### src/rtl/dma_cmd_issuer.sv
// Command issuer for the tiny DMA core: buffers 7-bit transfer commands in a FIFO
// and issues them one at a time as a start strobe on cfg_out, then waits for done or timeout.
module dma_cmd_issuer #(
  parameter int unsigned FIFO_DEPTH = 4,
  parameter int unsigned TIMEOUT    = 15
) (
  input  logic                        clk,
  input  logic                        rst,
  input  logic                        cmd_valid,
  output logic                        cmd_ready,
  input  logic [6:0]                  cmd_data,
  input  logic                        clear_err,
  input  logic                        dma_done_in,
  output logic [7:0]                  cfg_out,
  output logic                        busy,
  output logic                        timeout_err,
  output logic [7:0]                  done_count,
  output logic [$clog2(FIFO_DEPTH):0] fifo_level
);

  localparam int unsigned AW = $clog2(FIFO_DEPTH);
  localparam int unsigned LW = AW + 1;
  localparam logic [LW-1:0] FULL_LEVEL = LW'(FIFO_DEPTH);
  localparam logic [7:0]    TIMER_LAST = 8'(TIMEOUT - 1);

  typedef enum logic [1:0] {IDLE, ISSUE, WAIT, GAP} state_e;

  state_e        state_q;
  logic [6:0]    mem_q [FIFO_DEPTH];
  logic [AW-1:0] wr_ptr_q;
  logic [AW-1:0] rd_ptr_q;
  logic [LW-1:0] level_q;
  logic [LW-1:0] level_d;
  logic [7:0]    cfg_q;
  logic [7:0]    timer_q;
  logic [7:0]    done_cnt_q;
  logic          err_q;
  logic          push;
  logic          pop;

  // Ready depends only on the registered level, so a pop in the same cycle never frees a slot early.
  always_comb begin
    push    = cmd_valid && (level_q != FULL_LEVEL);
    pop     = (state_q == IDLE) && (level_q != '0);
    level_d = level_q;
    if (push && !pop) begin
      level_d = level_q + 1'b1;
    end else if (pop && !push) begin
      level_d = level_q - 1'b1;
    end
  end

  always_ff @(posedge clk) begin
    if (push) begin
      mem_q[wr_ptr_q] <= cmd_data;
    end
  end

  always_ff @(posedge clk or negedge rst) begin
    if (!rst) begin
      wr_ptr_q <= '0;
      rd_ptr_q <= '0;
      level_q  <= '0;
    end else begin
      if (push) begin
        wr_ptr_q <= wr_ptr_q + 1'b1;
      end
      if (pop) begin
        rd_ptr_q <= rd_ptr_q + 1'b1;
      end
      level_q <= level_d;
    end
  end

  always_ff @(posedge clk or negedge rst) begin
    if (!rst) begin
      state_q    <= IDLE;
      cfg_q      <= '0;
      timer_q    <= '0;
      done_cnt_q <= '0;
      err_q      <= 1'b0;
    end else begin
      if (clear_err) begin
        err_q <= 1'b0;
      end
      case (state_q)
        IDLE: begin
          if (pop) begin
            cfg_q   <= {1'b1, mem_q[rd_ptr_q]};
            state_q <= ISSUE;
          end
        end
        ISSUE: begin
          cfg_q[7] <= 1'b0;
          timer_q  <= '0;
          state_q  <= WAIT;
        end
        WAIT: begin
          timer_q <= timer_q + 8'd1;
          // Done takes priority over a timeout landing on the same cycle.
          if (dma_done_in) begin
            done_cnt_q <= done_cnt_q + 8'd1;
            state_q    <= GAP;
          end else if (timer_q == TIMER_LAST) begin
            err_q   <= 1'b1;
            state_q <= GAP;
          end
        end
        GAP: begin
          state_q <= IDLE;
        end
        default: begin
          state_q <= IDLE;
        end
      endcase
    end
  end

  assign cmd_ready   = (level_q != FULL_LEVEL);
  assign cfg_out     = cfg_q;
  assign busy        = (state_q != IDLE) || (level_q != '0);
  assign timeout_err = err_q;
  assign done_count  = done_cnt_q;
  assign fifo_level  = level_q;

endmodule
### config.mk
export PLATFORM = sky130hd
export DESIGN_NAME = dma_cmd_issuer
export DESIGN_NICKNAME = d
export VERILOG_FILES = /design/src/rtl/dma_cmd_issuer.sv
export SDC_FILE = /design/constraint.sdc
export NUM_CORES = 1
export LEC_CHECK = 0
export BUFFER_PORTS_ARGS = -buffer_cell sky130_fd_sc_hd__buf_2
export CAP_MARGIN = 10
export CORE_ASPECT_RATIO = 1.5
export CORE_MARGIN = 8
export CORE_UTILIZATION = 45
export CTS_BUF_LIST = sky130_fd_sc_hd__clkbuf_4 sky130_fd_sc_hd__clkbuf_8
export DETAILED_ROUTE_END_ITERATION = 8
export PLACE_DENSITY = 0.75
export SLEW_MARGIN = 20
export SYNTH_ARGS = -nofsm -noshare
export SYNTH_HDL_FRONTEND = slang
export SYNTH_SLANG_ARGS = --single-unit
export TNS_END_PERCENT = 30
### constraint.sdc
create_clock -name clk -period 3.74 [get_ports clk]
set_input_delay 0.187 -clock clk [delete_from_list [all_inputs] [get_ports clk]]
set_output_delay 0.187 -clock clk [all_outputs]
set_load 0.1 [all_outputs]
### Word-level counts from Yosys, hierarchy flattened

Memory sizes are Yosys's and may differ from the RTL's.
Index checks and enable logic that the tools add are counted.

| cells by class | value |
|---|---|
| add/sub/neg operators | 6 |
| reduce and logical (&&, ||, !) cells | 17 |
| equal/unequal tests | 7 |
| mux-type cells | 15 |

Operators by type and width:

| operator | number |
|---|---|
| 8-bit by 1-bit adder with 8-bit output, second input constant | 2 |
| 8-bit case mux with 2 select lines | 1 |
| 8-bit by 4-bit equality test with 1-bit output, second input constant | 1 |
| 8-bit two-way mux | 1 |
| 2-bit case mux with 4 select lines | 1 |
| 2-bit AND reduction | 4 |
| 2-bit nonzero test | 4 |
| 1-bit two-way mux | 6 |
| 2-bit two-way mux | 3 |
| 3-bit two-way mux | 2 |
| 3-bit != test, second input constant | 2 |
| 2-bit by 1-bit adder with 2-bit output, second input constant | 2 |
| 2-bit equality test, second input constant | 2 |
| 1-bit logical AND | 4 |
| 3-bit by 1-bit adder with 3-bit output, second input constant | 1 |
| 3-bit nonzero test | 1 |
| 3-bit by 1-bit subtractor with 3-bit output, second input constant | 1 |
| 2-bit by 1-bit equality test with 1-bit output, second input constant | 1 |
| 1-bit zero test | 2 |
| 2-bit zero test | 1 |
| 2-bit != test, second input constant | 1 |
| 1-bit case mux with 2 select lines | 1 |
| 1-bit logical OR | 1 |

| word-level totals | value |
|---|---|
| word-level logic and storage cells | 55 |
| input port bits | 12 |
| memories | 1 |
| memory bits (writable) | 28 |
| flip-flop bits (word level) | 34 |
| output and inout bits | 22 |

Memory list:

| name | depth | width | rd ports | clocked after Yosys merged registers in | wr ports | RTL line | source |
|---|---|---|---|---|---|---|---|
| mem_q | 4 | 7 | 1 | 0 | 1 | 29 | `logic [6:0] mem_q [FIFO_DEPTH];` |

### Longest topological paths before layout

Gate-level depths: netlist of the first run.

| logic depth | value |
|---|---|
| word-level depth | 6 |
| depth in mapped cells | 11 |
| gate-level depth less buffers | 10 |

### Worst setup path before layout of the first run

Ideal clock, no wire load.

| path | value |
|---|---|
| path kind | register -> register |
| from | register level_q[2] (netlist: fifo_level[2]) |
| to | register level_q[1] (netlist: fifo_level[1]) |
| data required time | 3.614 ns |
| library setup time | 0.126 ns |
| cell stages (with the launch flop) | 7 |
| slack | 0.367 ns |
| path buffers | 0 |
| arrival time | 3.246 ns |
| period minus slack after synthesis | 3.373 ns |
| path through | dfrtp_1 -> nand2_1 -> and2_0 -> ha_1 -> inv_1 -> fa_1 -> mux2_2 |

| on the way | value |
|---|---|
| elaborated cells on any way between the ends | 10 |
| classes of those cells | eq/ne: 1; mux: 1; reduce/logical: 8 |

RTL lines:

| element | RTL line | source |
|---|---|---|
| start: declaration | 32 | `logic [LW-1:0] level_q;` |
| start signal: assignment | 71 | `level_q <= level_d;` |
| 3-bit != test | n/a |  |
| named net cmd_ready | 10 | `output logic cmd_ready,` |
| 1-bit logical AND | 43 | `push = cmd_valid && (level_q != FULL_LEVEL);` |
| named net push | 38 | `logic push;` |
| 1-bit logical AND | 46 | `if (push && !pop) begin` |
| 3-bit two-way mux | 46 |  |
| named net level_d[1] | 33 | `logic [LW-1:0] level_d;` |

The timed path passes the listed nets, and every way through them passes these cells.
A chain may end at the register's enable or synchronous reset.

### Worst setup path in the final report of the first run

| path | value |
|---|---|
| from | register state_q[0] |
| to | register level_q[2] (netlist: fifo_level[2]) |

| on the way | value |
|---|---|
| word-level cells in the longest chain between the ends | 5 |
| elaborated cells on any way between the ends | 7 |
| classes of those cells | mux: 1; reduce/logical: 6 |

RTL lines:

| element | RTL line | source |
|---|---|---|
| start: declaration | 28 | `state_e state_q;` |
| start signal: assignment | 77 | `state_q <= IDLE;` |
| start signal: assignment | 90 | `state_q <= ISSUE;` |
| start signal: assignment | 96 | `state_q <= WAIT;` |
| 2-bit zero test * | 44 | `pop = (state_q == IDLE) && (level_q != '0);` |
| 1-bit logical AND * | 44 |  |
| 1-bit zero test | 46 |  |
| 1-bit logical AND | 46 |  |
| 3-bit two-way mux or 2-bit nonzero test (tied branches) | n/a |  |

Every way passes the cells marked *; elsewhere a longest branch is shown, timed or not.

==> impl_metrics.json, run 1 <==
{
  "synth_top_cell_area_share": 0.317,
  "cts_buffers": 9,
  "cp-start-kind": "register",
  "vias": 1551,
  "clk_path_buf_depth": 2,
  "dpl.hpwl_um": 3550,
  "met2_usage": 0.204,
  "ys_types": 35,
  "via_per_inst": 5.24,
  "postSynthCellCount": 179,
  "drc": 0,
  "finClkSkew_ns": 0.00996,
  "synth_area_leader_cell": "dfrtp_1",
  "synth_area_per_cell_um2": 15.0,
  "synth.net_count": 204,
  "crit_path_end_kind": "register",
  "firstDrtPassIters": 4,
  "start_util": 0.463,
  "cts_tree": "built",
  "wl_um": 4870,
  "dominantRegCellSynth": "dfrtp_1",
  "fmax_mhz": 457,
  "synthArstFlopShare": 0.548,
  "status": "complete, no violations",
  "grt-ovfl-total": 0,
  "slew_viol_final": 0,
  "relSlewSlack": 0.474,
  "clock_latency_ns": 0.34,
  "path_clk_slew_ns": 0.08,
  "met3_usage": 0.0357,
  "ant_nets": 0,
  "grt_first_pass_wirelength_um": 8300,
  "wl_per_cell_um": 16.4,
  "rsz0062_at_grt": "false",
  "die_area_um2": 8740,
  "grt_use_met1": 0.137,
  "diodes": 0,
  "top_usage_layer": "met2",
  "grt_max_degree": 35,
  "grt_use_total": 0.124,
  "post-route-period-util": 0.586,
  "drive_gt1_frac": 0.308,
  "fin_nets": 244,
  "seq_area_frac_synth": 0.631,
  "path_class": "register to register",
  "synth_warnings": 0,
  "worst_slew_pin_slew_ns": 0.789,
  "grt_antenna_before_repair": 0,
  "final_util": 0.545,
  "path_max_fanout": 10,
  "ios": 34,
  "grt_pass1_vias": 1685,
  "root_buffer": "clkbuf_8",
  "num_rows": 34,
  "synth_edf_count": 28,
  "numClockSinks": 62,
  "synth_area_leaders": "dfrtp_1 (32%), edfxtp_1 (31%), mux4_2 (5.9%)",
  "finalHoldViolCount": 0,
  "cp.arrival_ns": 2.46,
  "required_ns": 4.01,
  "setup_tns_ns": 0,
  "syn_area_um2": 2680,
  "core_area_um2": 5790,
  "hp-class": "input pin to register",
  "fp.dieW_um": 79.0,
  "die_h_um": 111,
  "drtIter0Drc": 104,
  "ctsResizeCount": 0,
  "setup_viol": 0,
  "ys_ff_latch": 62,
  "areaGrowthSynthToFinish_pct": 17.5,
  "portBuffers": 33,
  "min_period_ns": 2.19,
  "drv_cap": 0,
  "place_congestion": 0.778,
  "cts.htree.levels": 3
}
synth_stat cells (5+ instances only):
cell type	number
ha_1	12
edfxtp_1	28
and3_1	8
mux4_2	7
mux2_2	10
nor2_1	5
nand2_1	7
inv_1	12
nand3_1	8
dfrtp_1	34
xnor2_1	11
logic make-up after synthesis:
kind of cell,Yosys count,share of synthesized area
AND/OR/NAND/NOR,38,0.0756
XOR/XNOR,14,0.0457
flip-flops,62,0.631
multiplexers,20,0.112
buffers and inverters,18,0.0280
adder cells (fa/ha/maj),13,0.0635
AO/OA/AOI/OAI,14,0.0443
critical path: stages (launching register included):
cell and delay (ns):
dfrtp_1 0.38, inv_1 0.08, ha_1 0.20, nor2b_1 0.12
buf_4 0.18, inv_1 0.10, ha_1 0.18, inv_1 0.07
fa_1 0.37, xor2_1 0.17, nor2_1 0.11, xor2_1 0.16
metrics by stage:
| step | worst slack (ns) | std cells | cell area, µm² | hold slack (ns) |
|---|---|---|---|---|
| final | 1.55 | 296 | 3150 | 0.0300 |
| after global routing | 1.41 | 296 | 3150 | 0.0203 |
| after CTS | 1.54 | 296 | 3150 | 0.0254 |
| after detailed placement | 1.55 | 279 | 2910 | 0.319 |
| after global placement | 1.63 | 279 | 2910 | 0.303 |
| after floorplan | 0.367 | 179 | 2680 | -0.109 |
path summary, 6_finish.rpt:
kind	startpoint	end	slack [ns]	depth (start not counted)
max	state_q[0]	fifo_level[2]	1.55	11
min	clear_err	timeout_err	0.03	2
max reg2reg	state_q[0]	fifo_level[2]	1.55	11
min reg2reg	done_count[7]	done_count[7]	0.48	1
max in group asynchronous	rst	wr_ptr_q[0]	2.77	2
min in group asynchronous	rst	cfg_out[0]	0.47	2
repair_timing:
action,in CTS,in global routing
setup buffers,0,0
hold endpoints to repair,34,0
hold buffers,1,0
setup endpoints to repair,0,0
layer usage:
layer,vias up,share of wire
li1,732,-
met4,0,0.026
met3,9,0.050
met2,32,0.51
met5,-,0
met1,778,0.41
layout by cell type (no fill, tap or decap), types with 4 or more instances in the layout:
| cell | n |
|---|---|
| buf_2 | 33 |
| nor2_1 | 5 |
| nand3_1 | 8 |
| nand2_1 | 7 |
| inv_1 | 12 |
| mux2_2 | 10 |
| ha_1 | 12 |
| inv_6 | 4 |
| dfrtp_1 | 34 |
| and3_1 | 8 |
| edfxtp_1 | 28 |
| mux4_2 | 7 |
| clkbuf_8 | 9 |
| xnor2_1 | 11 |
area by class of cell:
class,count,area (µm²)
clock inverter,7,103
tap,72,90.1
multi-input combinational,99,915
inverter,12,45.0
sequential,62,1690
timing repair buffer,35,183
clock buffer,9,124
fill,527,2640
state kept, by name, indices dropped and copies added (netlist names):
| register | flops |
|---|---|
| cfg_out | 8 |
| timer_q | 8 |
| mem_q | 28 |
| timeout_err | 1 |
| done_count | 8 |
| wr_ptr_q | 2 |
| fifo_level | 3 |
| rd_ptr_q | 2 |
| state_q | 2 |
Power of run 1 is not shown: default switching activity piles up to over one toggle a cycle in this logic, so the estimate is an artifact.
==> run 2: changes to the inputs <==
ABC_AREA = 1   (was unset)
PLACE_DENSITY = 0.77   (was 0.75)
clock period = 1.85 ns   (was 3.74 ns; I/O delays follow)
==> run 2 against run 1 <==
  * Non-clock buffer count up 23
  * Critical path type unchanged
  * Sequential share of layout area decreased by 5.5 points
  * Final cell count grew 41%
  * Die area up 4.2%
  * Clock skew down 0.0050 ns
  * Clock-buffer cell count is 1 higher
  * Utilization grew 3.6 points
==> impl_metrics.json, run 2 <==
{
  "status": "complete, no violations",
  "path_class": "register to register",
  "grt_pass1_vias": 2002,
  "relSlewSlack": 0.613,
  "final-seq-area_um2": 1700,
  "grt_antenna_before_repair": 0,
  "num_rows": 35,
  "grt_use_total": 0.125,
  "crit_path_end_kind": "register",
  "fin_nets": 363,
  "post-route-period-util": 0.945,
  "finalHoldViolCount": 0,
  "largest_reg_flops": 28,
  "synth_top_cell_area_share": 0.302,
  "synth_area_per_cell_um2": 10.4,
  "multiInputGateArea_um2": 992,
  "rsz0062_at_grt": "false",
  "syn_area_um2": 2820,
  "worst_slew_pin_slew_ns": 0.581,
  "min_period_ns": 1.75,
  "cp_slowest_cell": "dfrtp_4",
  "grt_max_degree": 26,
  "portBuffers": 33,
  "ant_nets": 0,
  "cp.arrival_ns": 1.96,
  "cts_tree": "built",
  "dominantRegCellSynth": "dfrtp_1",
  "grt_first_pass_wirelength_um": 8830,
  "setup_viol": 0,
  "drc": 0,
  "ys_types": 30,
  "clk_path_buf_depth": 2,
  "dp_cells": 392,
  "fp.dieW_um": 80.6,
  "final_common_cell": "nor2_1",
  "required_ns": 2.06,
  "cpMostUsedCell": "inv_2",
  "mostFrequentLayoutCells": "nor2_1 (55), buf_2 (33), nand2_1 (31), dfrtp_1 (31), inv_1 (29)",
  "postSynthCellCount": 272,
  "slew_viol_final": 0,
  "met3_usage": 0.0452,
  "fmax_mhz": 572,
  "synth_area_leaders": "dfrtp_1 (30%), edfxtp_1 (30%), nor2_1 (7.3%)",
  "drtIter0Drc": 79,
  "grt-ovfl-total": 0,
  "wl_per_cell_um": 12.5,
  "place_congestion": 0.864,
  "crit_family": "adder cells",
  "core_area_um2": 6090,
  "cts.htree.levels": 3,
  "via_per_inst": 4.76,
  "ios": 34,
  "firstDrtPassIters": 4,
  "hp-class": "input pin to register",
  "fin_cells": 417,
  "diodes": 0,
  "die_area_um2": 9100,
  "synth_edf_count": 28,
  "start_util": 0.463,
  "clock_latency_ns": 0.33,
  "regMostFlops": "mem_q",
  "synth.net_count": 297,
  "nFillCells": 501,
  "finClkSkew_ns": 0.00499,
  "top_usage_layer": "met2",
  "numClockSinks": 62,
  "synth_common_cells": "nor2_1 (55), dfrtp_1 (34), inv_1 (34), nand2_1 (32), edfxtp_1 (28)",
  "cts_buffers": 9,
  "path_buf_inv": 2,
  "wl_um": 5230,
  "cp-start-kind": "register",
  "synthArstFlopShare": 0.548,
  "crit_path_cell_trace": "inv_2, nand3_2, nand2_4, ha_4, inv_2, fa_2, a21oi_1, o21ai_1, xor2_1",
  "drv_cap": 0,
  "ys_ff_latch": 62,
  "areaGrowthSynthToFinish_pct": 25.5,
  "root_buffer": "clkbuf_8",
  "path_clk_slew_ns": 0.06,
  "final_util": 0.580,
  "max_stage_delay_ns": 0.50,
  "dpl.hpwl_um": 3870,
  "grt_use_met1": 0.125,
  "drive_gt1_frac": 0.271,
  "seq_area_frac_synth": 0.601,
  "vias": 1985,
  "worst_hold_slack_ns": 0.0721,
  "met2_usage": 0.212,
  "synth_area_leader_cell": "dfrtp_1",
  "yosysMostFrequentCell": "nor2_1",
  "die_h_um": 113,
  "synth_warnings": 0,
  "path_max_fanout": 3
}
==> run 2: changes by cell type in the layout (fill, tap and decap cells not counted), moves of 7 or more <==
cell and delta:
mux2_2 -10, nand2_1 +24, nor2_1 +50, xnor2_1 -7, a21oi_1 +11, inv_1 +17, buf_4 +15, o21ai_1 +13
mux4_2 -7, dlygate4sd3_1 +8, and3_1 -8
==> run 2: logic make-up after synthesis <==
kind of cell | share of synthesized area
AOI/OAI and AO/OA | 0.0724
DFF | 0.601
xor gates and xnor gates | 0.0307
buffers and inverters | 0.0604
adders and majority gates | 0.0604
and+or+nand+nor | 0.175
==> run 2: layout make-up <==
type,count,share of cell area
Multi-Input combinational cell,170,0.281
Clock inverter,6,0.0241
Inverter,37,0.0418
Timing Repair Buffer,58,0.106
Sequential cell,62,0.482
Clock buffer,10,0.0390
Tap cell,74,0.0262
==> run 2: worst paths after layout <==
path | from | endpoint | slack (ns) | depth (start not counted)
worst min register to register | done_count[7] | done_count[7] | 0.46 | 1
min in group asynchronous | rst | done_count[7] | 0.29 | 2
max in group asynchronous | rst | cfg_out[5] | 0.99 | 3
worst max register to register | fifo_level[2] | fifo_level[2] | 0.10 | 9
worst max-delay path | fifo_level[2] | fifo_level[2] | 0.10 | 9
worst min-delay path | cmd_valid | wr_ptr_q[1] | 0.07 | 4
==> run 2: layer usage <==
layer | part of all wire | vias to the layer above
met5 | 0 | -
met4 | 0.031 | 0
met3 | 0.041 | 12
met2 | 0.54 | 34
met1 | 0.39 | 932
li1 | - | 1007
==> run 2: tightest hold or removal path, stage by stage <==
cell and delay, ns:
buf_2 0.10, nand2_4 0.05, inv_4 0.06, o21ai_1 0.05
==> run 2: what timing repair did <==
| action | 4_1_cts | 5_1_grt |
|---|---|---|
| hold endpoints to repair | 53 | 0 |
| endpoints found under the setup margin | 1 | 1 |
| resized for setup | 2 | 1 |
| pin swaps | 0 | 1 |
| hold buffers | 9 | 0 |
| setup buffers | 0 | 0 |
==> run 2: stage by stage <==
step / cell area [µm²] / TNS, ns / setup slack, ns
final: 3530 / 0 / 0.102
after detailed placement: 3220 / 0 / 0.00472
after global placement: 3220 / 0 / 0.0348
after CTS: 3530 / 0 / 0.0206
after global routing: 3530 / 0 / 0.00491
after floorplan: 2870 / -2.05 / -0.458
Power of run 2 is left out for the same reason.
==> run 3: changes to the inputs <==
CORE_MARGIN = unset   (was 8)
PLACE_DENSITY = 0.66   (was 0.77)
==> run 3 against run 2 <==
  * Register-to-register slack improved by 0.03 ns
  * Global-route usage rose by 6.0 points
  * Highest routed layer unchanged
  * Routed wire length shrank 3.9%
  * Largest cell class unchanged
  * Utilization up 1.3 points
  * Via count fell by 0.35%
  * Clock skew is essentially flat
  * Die area is 28% lower
  * Final area fell by 0.64%
  * Critical path type is now register to primary output
  * Critical endpoint is now busy
==> impl_metrics.json, run 3 (synthesis results as in run 2) <==
{
  "finClkSkew_ns": 0.00542,
  "post-route-period-util": 0.944,
  "clk_path_buf_depth": 2,
  "worst_hold_slack_ns": 0.0208,
  "numClockSinks": 62,
  "post_cts_buffers": 0,
  "fp.dieW_um": 66.6,
  "grt_max_degree": 25,
  "path_clk_slew_ns": 0.06,
  "slew_viol_final": 0,
  "start_util": 0.476,
  "crit_path_cell_trace": "inv_1, ha_1, nand4_1, buf_2",
  "drv_cap": 0,
  "core_area_um2": 5910,
  "required_ns": 1.76,
  "path_class": "register to primary output",
  "path_max_fanout": 5,
  "firstDrtPassIters": 4,
  "vias": 1978,
  "dp_cells": 389,
  "worst_slew_pin_slew_ns": 0.562,
  "finalHoldViolCount": 0,
  "reg2reg_from": "fifo_level[2]",
  "drive_gt1_frac": 0.273,
  "cts_buffers": 9,
  "hp-start": "clear_err",
  "final_common_cell": "nor2_1",
  "drtIter0Drc": 127,
  "place_congestion": 0.763,
  "setup_viol": 0,
  "pre_cts_ws_ns": 0.0110,
  "wl_per_cell_um": 12.2,
  "fin_cells": 413,
  "crit_path_start": "state_q[0]",
  "root_buffer": "clkbuf_8",
  "grt_first_pass_wirelength_um": 8960,
  "cts.htree.levels": 3,
  "largest_reg_flops": 28,
  "ios": 34,
  "rrSetupSlack_ns": 0.13,
  "max_stage_delay_ns": 0.48,
  "relSlewSlack": 0.625,
  "fin_nets": 361,
  "wl_um": 5020,
  "rsz0062_at_grt": "false",
  "clock_latency_ns": 0.33,
  "layout_setup_ws_ns": 0.103,
  "drc": 0,
  "cp.arrival_ns": 1.65,
  "mostFrequentLayoutCells": "nor2_1 (55), buf_2 (33), nand2_1 (31), dfrtp_1 (31), inv_1 (29)",
  "areaGrowthSynthToFinish_pct": 24.7,
  "die_area_um2": 6590,
  "grt-ovfl-total": 0,
  "fmax_mhz": 572,
  "crit_path_end_kind": "primary output",
  "grt_use_total": 0.185,
  "portBuffers": 33,
  "num_rows": 34,
  "cts_tree": "built",
  "die_h_um": 98.9,
  "status": "complete, no violations",
  "ant_nets": 0,
  "regMostFlops": "mem_q",
  "via_per_inst": 4.79,
  "hp-class": "input pin to register",
  "grt_antenna_before_repair": 0,
  "min_period_ns": 1.75,
  "cp_slowest_cell": "buf_2",
  "dpl.hpwl_um": 3580,
  "cp-start-kind": "register",
  "grt_pass1_vias": 1958,
  "diodes": 0
}
run 3: metal layers:
layer	GRT usage	share of wire
met1	0.217	0.42
met4	0.0704	0.016
met3	0.0613	0.035
met5	0	0
met2	0.308	0.53
run 3: cell type report:
class / instances / area [µm²]
Clock buffer: 13 / 179
Clock inverter: 3 / 40.0
Fill cell: 511 / 2400
Inverter: 37 / 148
Multi-Input combinational cell: 170 / 993
Sequential cell: 62 / 1700
Tap cell: 72 / 90.1
Timing Repair Buffer: 56 / 358
run 3: path summary, 6_finish.rpt:
path	to	cells past startpoint
min in group asynchronous	rd_ptr_q[0]	2
max reg2reg	fifo_level[2]	9
min	timeout_err	4
max in group asynchronous	done_count[5]	3
max	busy	4
min reg2reg	done_count[7]	1
run 3: what timing repair did:
item,in CTS,in global routing
setup endpoints to repair,1,1
pin swaps,0,1
resized for setup,1,2
hold buffers,8,0
hold endpoints to repair,51,0
run 3: critical path: cells and delay by family (launching register included):
family | cells | cell delay [ns]
buf+inv | 2 | 0.53
flops | 1 | 0.34
fa+ha+maj | 1 | 0.24
simple gates | 1 | 0.22
run 3: per-stage QoR:
step / setup TNS (ns) / instance area, µm² / util
global route: 0 / 3510 / 0.594
finish: 0 / 3510 / 0.594
global placement: 0 / 3210 / 0.542
CTS: 0 / 3500 / 0.593
detailed placement: 0 / 3210 / 0.542
floorplan: -2.05 / 2870 / -
Power of run 3 is left out for the same reason.
